===== src/rtl/e203_exu_wbck_arb.sv =====
// Writeback arbiter for the integer register file write port.
// Merges single-cycle ALU results with long-pipe (LSU/MulDiv) results.
// Long-pipe results wait in a small FIFO. The ALU normally has priority.
// An anti-starvation counter forces the FIFO head through after STARVE_MAX
// consecutive ALU wins while the FIFO holds data.
//
// Handshake rule used on both input channels: a transfer happens on a rising
// clock edge when valid and ready are both high in that cycle. Ready never
// depends on valid from the same channel. Once valid is raised, the producer
// holds data/index steady until the transfer.
module e203_exu_wbck_arb #(
  parameter  int XLEN       = 32,
  parameter  int RFIDX_W    = 5,
  parameter  int LP_DEPTH   = 2,
  parameter  int STARVE_MAX = 4,
  localparam int CNT_W      = $clog2(LP_DEPTH + 1)
) (
  input  logic               clk,
  input  logic               rst_n,
  input  logic               alu_wbck_i_valid,
  output logic               alu_wbck_i_ready,
  input  logic [XLEN-1:0]    alu_wbck_i_wdat,
  input  logic [RFIDX_W-1:0] alu_wbck_i_rdidx,
  input  logic               longp_wbck_i_valid,
  output logic               longp_wbck_i_ready,
  input  logic [XLEN-1:0]    longp_wbck_i_wdat,
  input  logic [RFIDX_W-1:0] longp_wbck_i_rdidx,
  output logic               rf_wbck_o_ena,
  output logic [RFIDX_W-1:0] rf_wbck_o_rdidx,
  output logic [XLEN-1:0]    rf_wbck_o_wdat,
  output logic [CNT_W-1:0]   lp_buf_cnt,
  output logic               lp_buf_empty
);

  localparam int PTR_W = (LP_DEPTH > 1) ? $clog2(LP_DEPTH) : 1;
  localparam int STV_W = $clog2(STARVE_MAX + 1);

  logic [XLEN-1:0]    buf_dat [LP_DEPTH];
  logic [RFIDX_W-1:0] buf_idx [LP_DEPTH];
  logic [PTR_W-1:0]   wr_ptr, rd_ptr;
  logic [CNT_W-1:0]   cnt;
  logic [STV_W-1:0]   starve_cnt;

  logic               full, empty, starved;
  logic               alu_win, buf_win, push, pop;
  logic [RFIDX_W-1:0] sel_idx;
  logic [XLEN-1:0]    sel_dat;

  // Pointers wrap at LP_DEPTH so non-power-of-two depths work.
  function automatic logic [PTR_W-1:0] ptr_inc(input logic [PTR_W-1:0] p);
    if (p == PTR_W'(LP_DEPTH - 1)) return '0;
    else return p + 1'b1;
  endfunction

  // Arbitration and handshake decode. Ready depends only on registered state.
  always_comb begin
    full               = (cnt == CNT_W'(LP_DEPTH));
    empty              = (cnt == '0);
    starved            = (starve_cnt == STV_W'(STARVE_MAX));
    alu_wbck_i_ready   = empty | ~starved;
    longp_wbck_i_ready = ~full;
    alu_win            = alu_wbck_i_valid & alu_wbck_i_ready;
    buf_win            = ~empty & ~alu_win;
    push               = longp_wbck_i_valid & ~full;
    pop                = buf_win;
    sel_idx            = alu_win ? alu_wbck_i_rdidx : buf_idx[rd_ptr];
    sel_dat            = alu_win ? alu_wbck_i_wdat  : buf_dat[rd_ptr];
  end

  // FIFO storage needs no reset: occupancy gates every read.
  always_ff @(posedge clk) begin
    if (push) begin
      buf_dat[wr_ptr] <= longp_wbck_i_wdat;
      buf_idx[wr_ptr] <= longp_wbck_i_rdidx;
    end
  end

  // FIFO pointers and occupancy; simultaneous push and pop leave the count unchanged.
  always_ff @(posedge clk or negedge rst_n) begin
    if (!rst_n) begin
      wr_ptr <= '0;
      rd_ptr <= '0;
      cnt    <= '0;
    end else begin
      if (push) wr_ptr <= ptr_inc(wr_ptr);
      if (pop)  rd_ptr <= ptr_inc(rd_ptr);
      if (push && !pop)      cnt <= cnt + 1'b1;
      else if (pop && !push) cnt <= cnt - 1'b1;
    end
  end

  // Count consecutive ALU wins over a waiting FIFO head; saturates at STARVE_MAX.
  always_ff @(posedge clk or negedge rst_n) begin
    if (!rst_n) begin
      starve_cnt <= '0;
    end else if (empty || pop) begin
      starve_cnt <= '0;
    end else if (alu_win && !starved) begin
      starve_cnt <= starve_cnt + 1'b1;
    end
  end

  // Register the winner. A write to x0 is consumed but never strobed.
  always_ff @(posedge clk or negedge rst_n) begin
    if (!rst_n) begin
      rf_wbck_o_ena   <= 1'b0;
      rf_wbck_o_rdidx <= '0;
      rf_wbck_o_wdat  <= '0;
    end else begin
      rf_wbck_o_ena <= (alu_win | buf_win) && (sel_idx != '0);
      if (alu_win | buf_win) begin
        rf_wbck_o_rdidx <= sel_idx;
        rf_wbck_o_wdat  <= sel_dat;
      end
    end
  end

  assign lp_buf_cnt   = cnt;
  assign lp_buf_empty = empty;

endmodule


===== config.mk =====
export PLATFORM = sky130hd
export DESIGN_NAME = e203_exu_wbck_arb
export DESIGN_NICKNAME = d
export VERILOG_FILES = /design/src/rtl/e203_exu_wbck_arb.sv
export SDC_FILE = /design/constraint.sdc
export NUM_CORES = 1
export LEC_CHECK = 0
export ABC_AREA = 1
export BUFFER_PORTS_ARGS = -buffer_cell sky130_fd_sc_hd__buf_4
export CAP_MARGIN = 20
export CORE_MARGIN = 4
export CORE_UTILIZATION = 45
export DETAILED_ROUTE_END_ITERATION = 8
export PLACE_DENSITY = 0.66
export SYNTH_ARGS = -nofsm -noshare
export SYNTH_HDL_FRONTEND = slang
export SYNTH_SLANG_ARGS = --single-unit

===== constraint.sdc =====
create_clock -name clk -period 4.1 [get_ports clk]
set_input_delay 0.82 -clock clk [delete_from_list [all_inputs] [get_ports clk]]
set_output_delay 0.82 -clock clk [all_outputs]
set_load 0.02 [all_outputs]

=== Word-level counts from Yosys, hierarchy flattened ===
Memories as Yosys holds them, arrays and structs flattened.
Cells that the tools add are included.

* Register bits after elaboration: 45
* RAM bits: 74
* Input port bits: 78
* Output and inout bits: 43
* Word-level logic and storage cells: 47
* Memories: 2

* Add/sub/neg operators: 5
* Equal/unequal tests: 2
* Mux-type cells: 10
* Bitwise operators: 9
* Reductions and logical operators: 12

{| class="wikitable"
|+ Memory list
! memory !! words !! bits a word !! rd ports !! clocked after memory_dff !! write ports !! line !! RTL
|-
| buf_dat || 2 || 32 || 1 || 0 || 1 || 38 || <nowiki>logic [XLEN-1:0] buf_dat [LP_DEPTH];</nowiki>
|-
| buf_idx || 2 || 5 || 1 || 0 || 1 || 39 || <nowiki>logic [RFIDX_W-1:0] buf_idx [LP_DEPTH];</nowiki>
|}

{| class="wikitable"
|+ Operator list
! kind !! count
|-
| 32-bit two-way mux || 1
|-
| 3-bit two-way mux || 2
|-
| 5-bit two-way mux || 1
|-
| 5-bit nonzero test || 1
|-
| 1-bit logical AND || 4
|-
| 1-bit two-way mux || 4
|-
| 2-bit two-way mux || 2
|-
| 1-bit inverter || 4
|-
| 2-bit nonzero test || 2
|-
| 3-bit by 1-bit adder with 3-bit output, second input constant || 1
|-
| 1-bit bitwise AND || 3
|-
| 3-bit equality test, second input constant || 1
|-
| 1-bit zero test || 3
|-
| 1-bit adder, second input constant || 2
|-
| 2-bit by 1-bit adder with 2-bit output, second input constant || 1
|-
| 2-bit equality test, second input constant || 1
|-
| 2-bit zero test || 1
|-
| 1-bit bitwise OR || 2
|-
| 2-bit by 1-bit subtractor with 2-bit output, second input constant || 1
|-
| 1-bit logical OR || 1
|}

=== Logic depth before layout (Yosys ltp) ===
* Word-level depth: 9
* Mapped depth: 12
* Mapped depth without buffers: 11

=== Worst setup path before layout ===
OpenSTA, ideal clock, no wires.

* Path kind: input -> register
* Start: input port longp_wbck_i_valid
* End: memory buf_dat[1][0] (enable)
* Setup time: 433 ps
* Arrival: 2,498 ps
* Required time: 3,667 ps
* Slack: 1,170 ps
* Stages: 2
* Path buffers: 0
* Cell sequence: nand2_1 > nor2_1

* Cells in the longest elaborated chain, start to end: 3

{| class="wikitable"
|+ Ends and longest elaborated chain
! item !! line !! RTL
|-
| start: declaration || 24 || <nowiki>input logic longp_wbck_i_valid,</nowiki>
|-
| 1-bit bitwise AND || 64 || <nowiki>push = longp_wbck_i_valid & ~full;</nowiki>
|-
| 1-bit two-way mux || 72 || <nowiki>if (push) begin</nowiki>
|-
| 1-bit two-way mux (implied by the code) || 73 || <nowiki>buf_dat[wr_ptr] <= longp_wbck_i_wdat;</nowiki>
|-
| end: declaration || 38 ||
|}

Every way passes these cells.

=== Worst setup path after layout ===
* Start: register starve_cnt[0]
* End: output port alu_wbck_i_ready

* Cells in the longest elaborated chain, start to end: 3

{| class="wikitable"
|+ Ends and longest elaborated chain
! item !! line !! RTL
|-
| start: declaration || 42 || <nowiki>logic [STV_W-1:0] starve_cnt;</nowiki>
|-
| start signal: assignment || 99 || <nowiki>starve_cnt <= starve_cnt + 1'b1;</nowiki>
|-
| 3-bit equality test || 59 || <nowiki>starved = (starve_cnt == STV_W'(STARVE_MAX));</nowiki>
|-
| 1-bit inverter || 60 || <nowiki>alu_wbck_i_ready = empty | ~starved;</nowiki>
|-
| 1-bit bitwise OR || 60 ||
|-
| end: declaration || 21 || <nowiki>output logic alu_wbck_i_ready,</nowiki>
|}

Every way passes these cells.

==> impl_metrics.yaml <==
synthesis:
  syn_nets: 421
  ys_warn_count: 0
  syn_area_sq_um: 4816
  yosysUniqueCellTypes: 23
  synthCells: 340
  synth-seq-cells: 119
  yosysSeqAreaShare_pct: 69.52
  avgSynthCellArea_sq_um: 14.16
  synth_top_cell_by_area: "edfxtp_1"
  synthTopCellsByArea: "edfxtp_1 (46%), dfrtp_1 (23%), o211ai_2 (7.5%)"
  synth_top_area_share_pct: 46.14
status:
  status: "finished, final reports clean"
route:
  wire_per_inst_um: 15.52
  wl_um: 9561
  drc_errors: 0
  viasPerCell: 4.807
  via_count: 2961
  dr.pass1.iters: 4
  drtAntennaViolNets: 0
  m1WireLength_um: 3796
  routed-wl-met2_um: 5141
  wl_met3_um: 474
  first_iter_violations: 180
  highest_layer: "met4"
floorplan:
  die_h_um: 111.5
  row_count: 37
  io_pins: 121
  initial_core_util_pct: 46.44
  core_sq_um: 10370
  die_x_um: 111.5
  die_area_sq_um: 12420
clock_tree:
  clock_latency_ns: 0.50
  cts_buffers: 17
  tritoncts: "done"
  postCtsHoldBufs: 0
  cts_setup_buffers: 0
  htreeDepth: 4
  clock-sinks: 119
  cts_resized: 0
  cts-root-buf: "clkbuf_8"
  path_clk_slew_ns: 0.06
  clockBufferDepth: 2
setup_path:
  regToRegStartpoint: "starve_cnt[0]"
  worst-setup-path-type: "flip-flop to output port"
  cp_common_cell: "inv_1"
  worstPathMaxFanout: 5
  cpMaxStageDelayCell: "dfrtp_1"
  cp.buffers_inverters: 3
  path_cells: "inv_1 -> ha_1 -> nand2_1 -> inv_1 -> nand2_4 -> buf_4"
  crit_family: "flip-flops"
  r2r-end: "lp_buf_cnt[1]"
  rr_worst_depth: 11
  cpPeakStageDelay_ns: 0.37
  required_ns: 3.28
  r2r_slack_ns: 1.84
  cp.arrival_ns: 1.50
  cp-end-kind: "output port"
  cp-start-kind: "flip-flop"
timing:
  rsz0062_at_grt: "no"
  finClkSkew_ns: 0.009797
  fin_crit_sh_pct: 56.49
  finalSetupViolCount: 0
  min_period_ns: 2.316
  worstMarginPinSlew_ns: 1.115
  hold_ws_ns: 0.3421
  tns_ns: 0
  final-hold-violation-count: 0
  clock.fmax_mhz: 431.8
  slew_headroom_pct: 25.68
  drv_slew: 0
final_layout:
  layout.nets: 548
  drive_gt1_share_pct: 40.21
  nFillCells: 831
  syn2layout_area_growth_pct: 33.59
  final_common_cell: "buf_4"
  antennaDiodeCount: 0
  layout_common_cells: "buf_4 (120), nand2_1 (86), edfxtp_1 (74), dfrtp_1 (44), mux2i_1 (32)"
  utilization_pct: 62.04
grt:
  grt.total_usage_pct: 15.69
  grt_max_degree: 46
  grt_pass1_vias: 3104
  grt_pass1_wl_um: 15190
  grt_overflow_total: 0
  antenna_found_initial: 0
min_path:
  min_path_type: "primary input to async pin"
power:
  finalPower_mw: 4.605
  pwr_density_cell_nw_per_um2: 715.8
  leakage_nw: 2.785
  vdd_drop_max_v: 0.0003743
place:
  place_congestion: 0.7458
  portBuffers: 120
  dp_hpwl_um: 6224
run:
  drv_cap: 0
## worst max-delay path by stage
stage / to / start / slack [ns] / cells past startpoint
final: alu_wbck_i_ready / starve_cnt[0] / 1.78 / 6
after global routing: alu_wbck_i_ready / starve_cnt[0] / 1.66 / 6
after CTS: alu_wbck_i_ready / starve_cnt[0] / 1.74 / 6
after detailed placement: lp_buf_cnt[1] / alu_wbck_i_valid / 1.67 / 7
after global placement: lp_buf_cnt[1] / alu_wbck_i_valid / 1.73 / 7
after floorplan: buf_dat[1][0] / longp_wbck_i_valid / 1.17 / 2
## flip-flops by register name, summed over array words and instances, names as in the netlist
| register | cells |
|---|---|
| buf_dat | 64 |
| buf_idx | 10 |
| lp_buf_cnt | 2 |
| rd_ptr | 1 |
| rf_wbck_o_ena | 1 |
| rf_wbck_o_rdidx | 5 |
| rf_wbck_o_wdat | 32 |
| starve_cnt | 3 |
| wr_ptr | 1 |
## where the power goes
group / leakage, nW / total, mW / switching (mW) / internal [mW]
logic: 1.29 / 1.31 / 0.738 / 0.577
clock network: 0.275 / 1.41 / 0.522 / 0.886
registers: 1.22 / 1.88 / 0.236 / 1.65
total: 2.78 / 4.61 / 1.50 / 3.11
## final cells by class
cell class / count / area (sq um) / share of cell area (%)
multi-input combinational: 190 / 1314 / 20.42
tap: 136 / 170.2 / 2.645
inverter: 17 / 63.81 / 0.9918
timing repair buffer: 122 / 955.9 / 14.86
clock inverter: 13 / 148.9 / 2.314
sequential: 119 / 3349 / 52.06
clock buffer: 19 / 431.7 / 6.709
## stage by stage
stage | std cells | setup WS, ns | area, sq um
after detailed placement | 582 | 1.671 | 5798
after CTS | 614 | 1.740 | 6379
after floorplan | 340 | 1.170 | 4816
final | 616 | 1.784 | 6434
after global placement | 582 | 1.734 | 5798
after global routing | 616 | 1.659 | 6434
## Yosys cell counts
cell and instances:
edfxtp_1 74, xor2_1 2, nand2_8 1, inv_1 15, nand3b_1 1, buf_2 4, nor2_2 1, dfrtp_1 45
a21oi_1 1, or2_2 1, buf_6 4, nor2_1 9, o211ai_2 29, o21ai_0 13, nand2_1 86, buf_4 6
o211ai_1 3, ha_1 3, nand2_4 3, mux2i_1 32, nand3_1 3, xnor2_1 2, inv_2 2
## layer usage
layer / GRT usage, % / up-vias
met3: 5.054 / 10
met1: 17.45 / 1409
li1: - / 1456
met2: 28.11 / 86
met5: 0 / -
met4: 5.839 / 0
## cell families (layout without fill, tap and decap cells)
group	count (synthesis)	count (layout)	share of synthesized area, %
compound gates	46	46	9.457
xor+xnor	4	4	0.7276
fa+ha+maj	3	3	0.7795
buf+inv	31	171	3.611
flops	119	119	69.52
mux	32	32	6.651
simple gates	105	105	9.249
(Power assumes the default switching activity.)
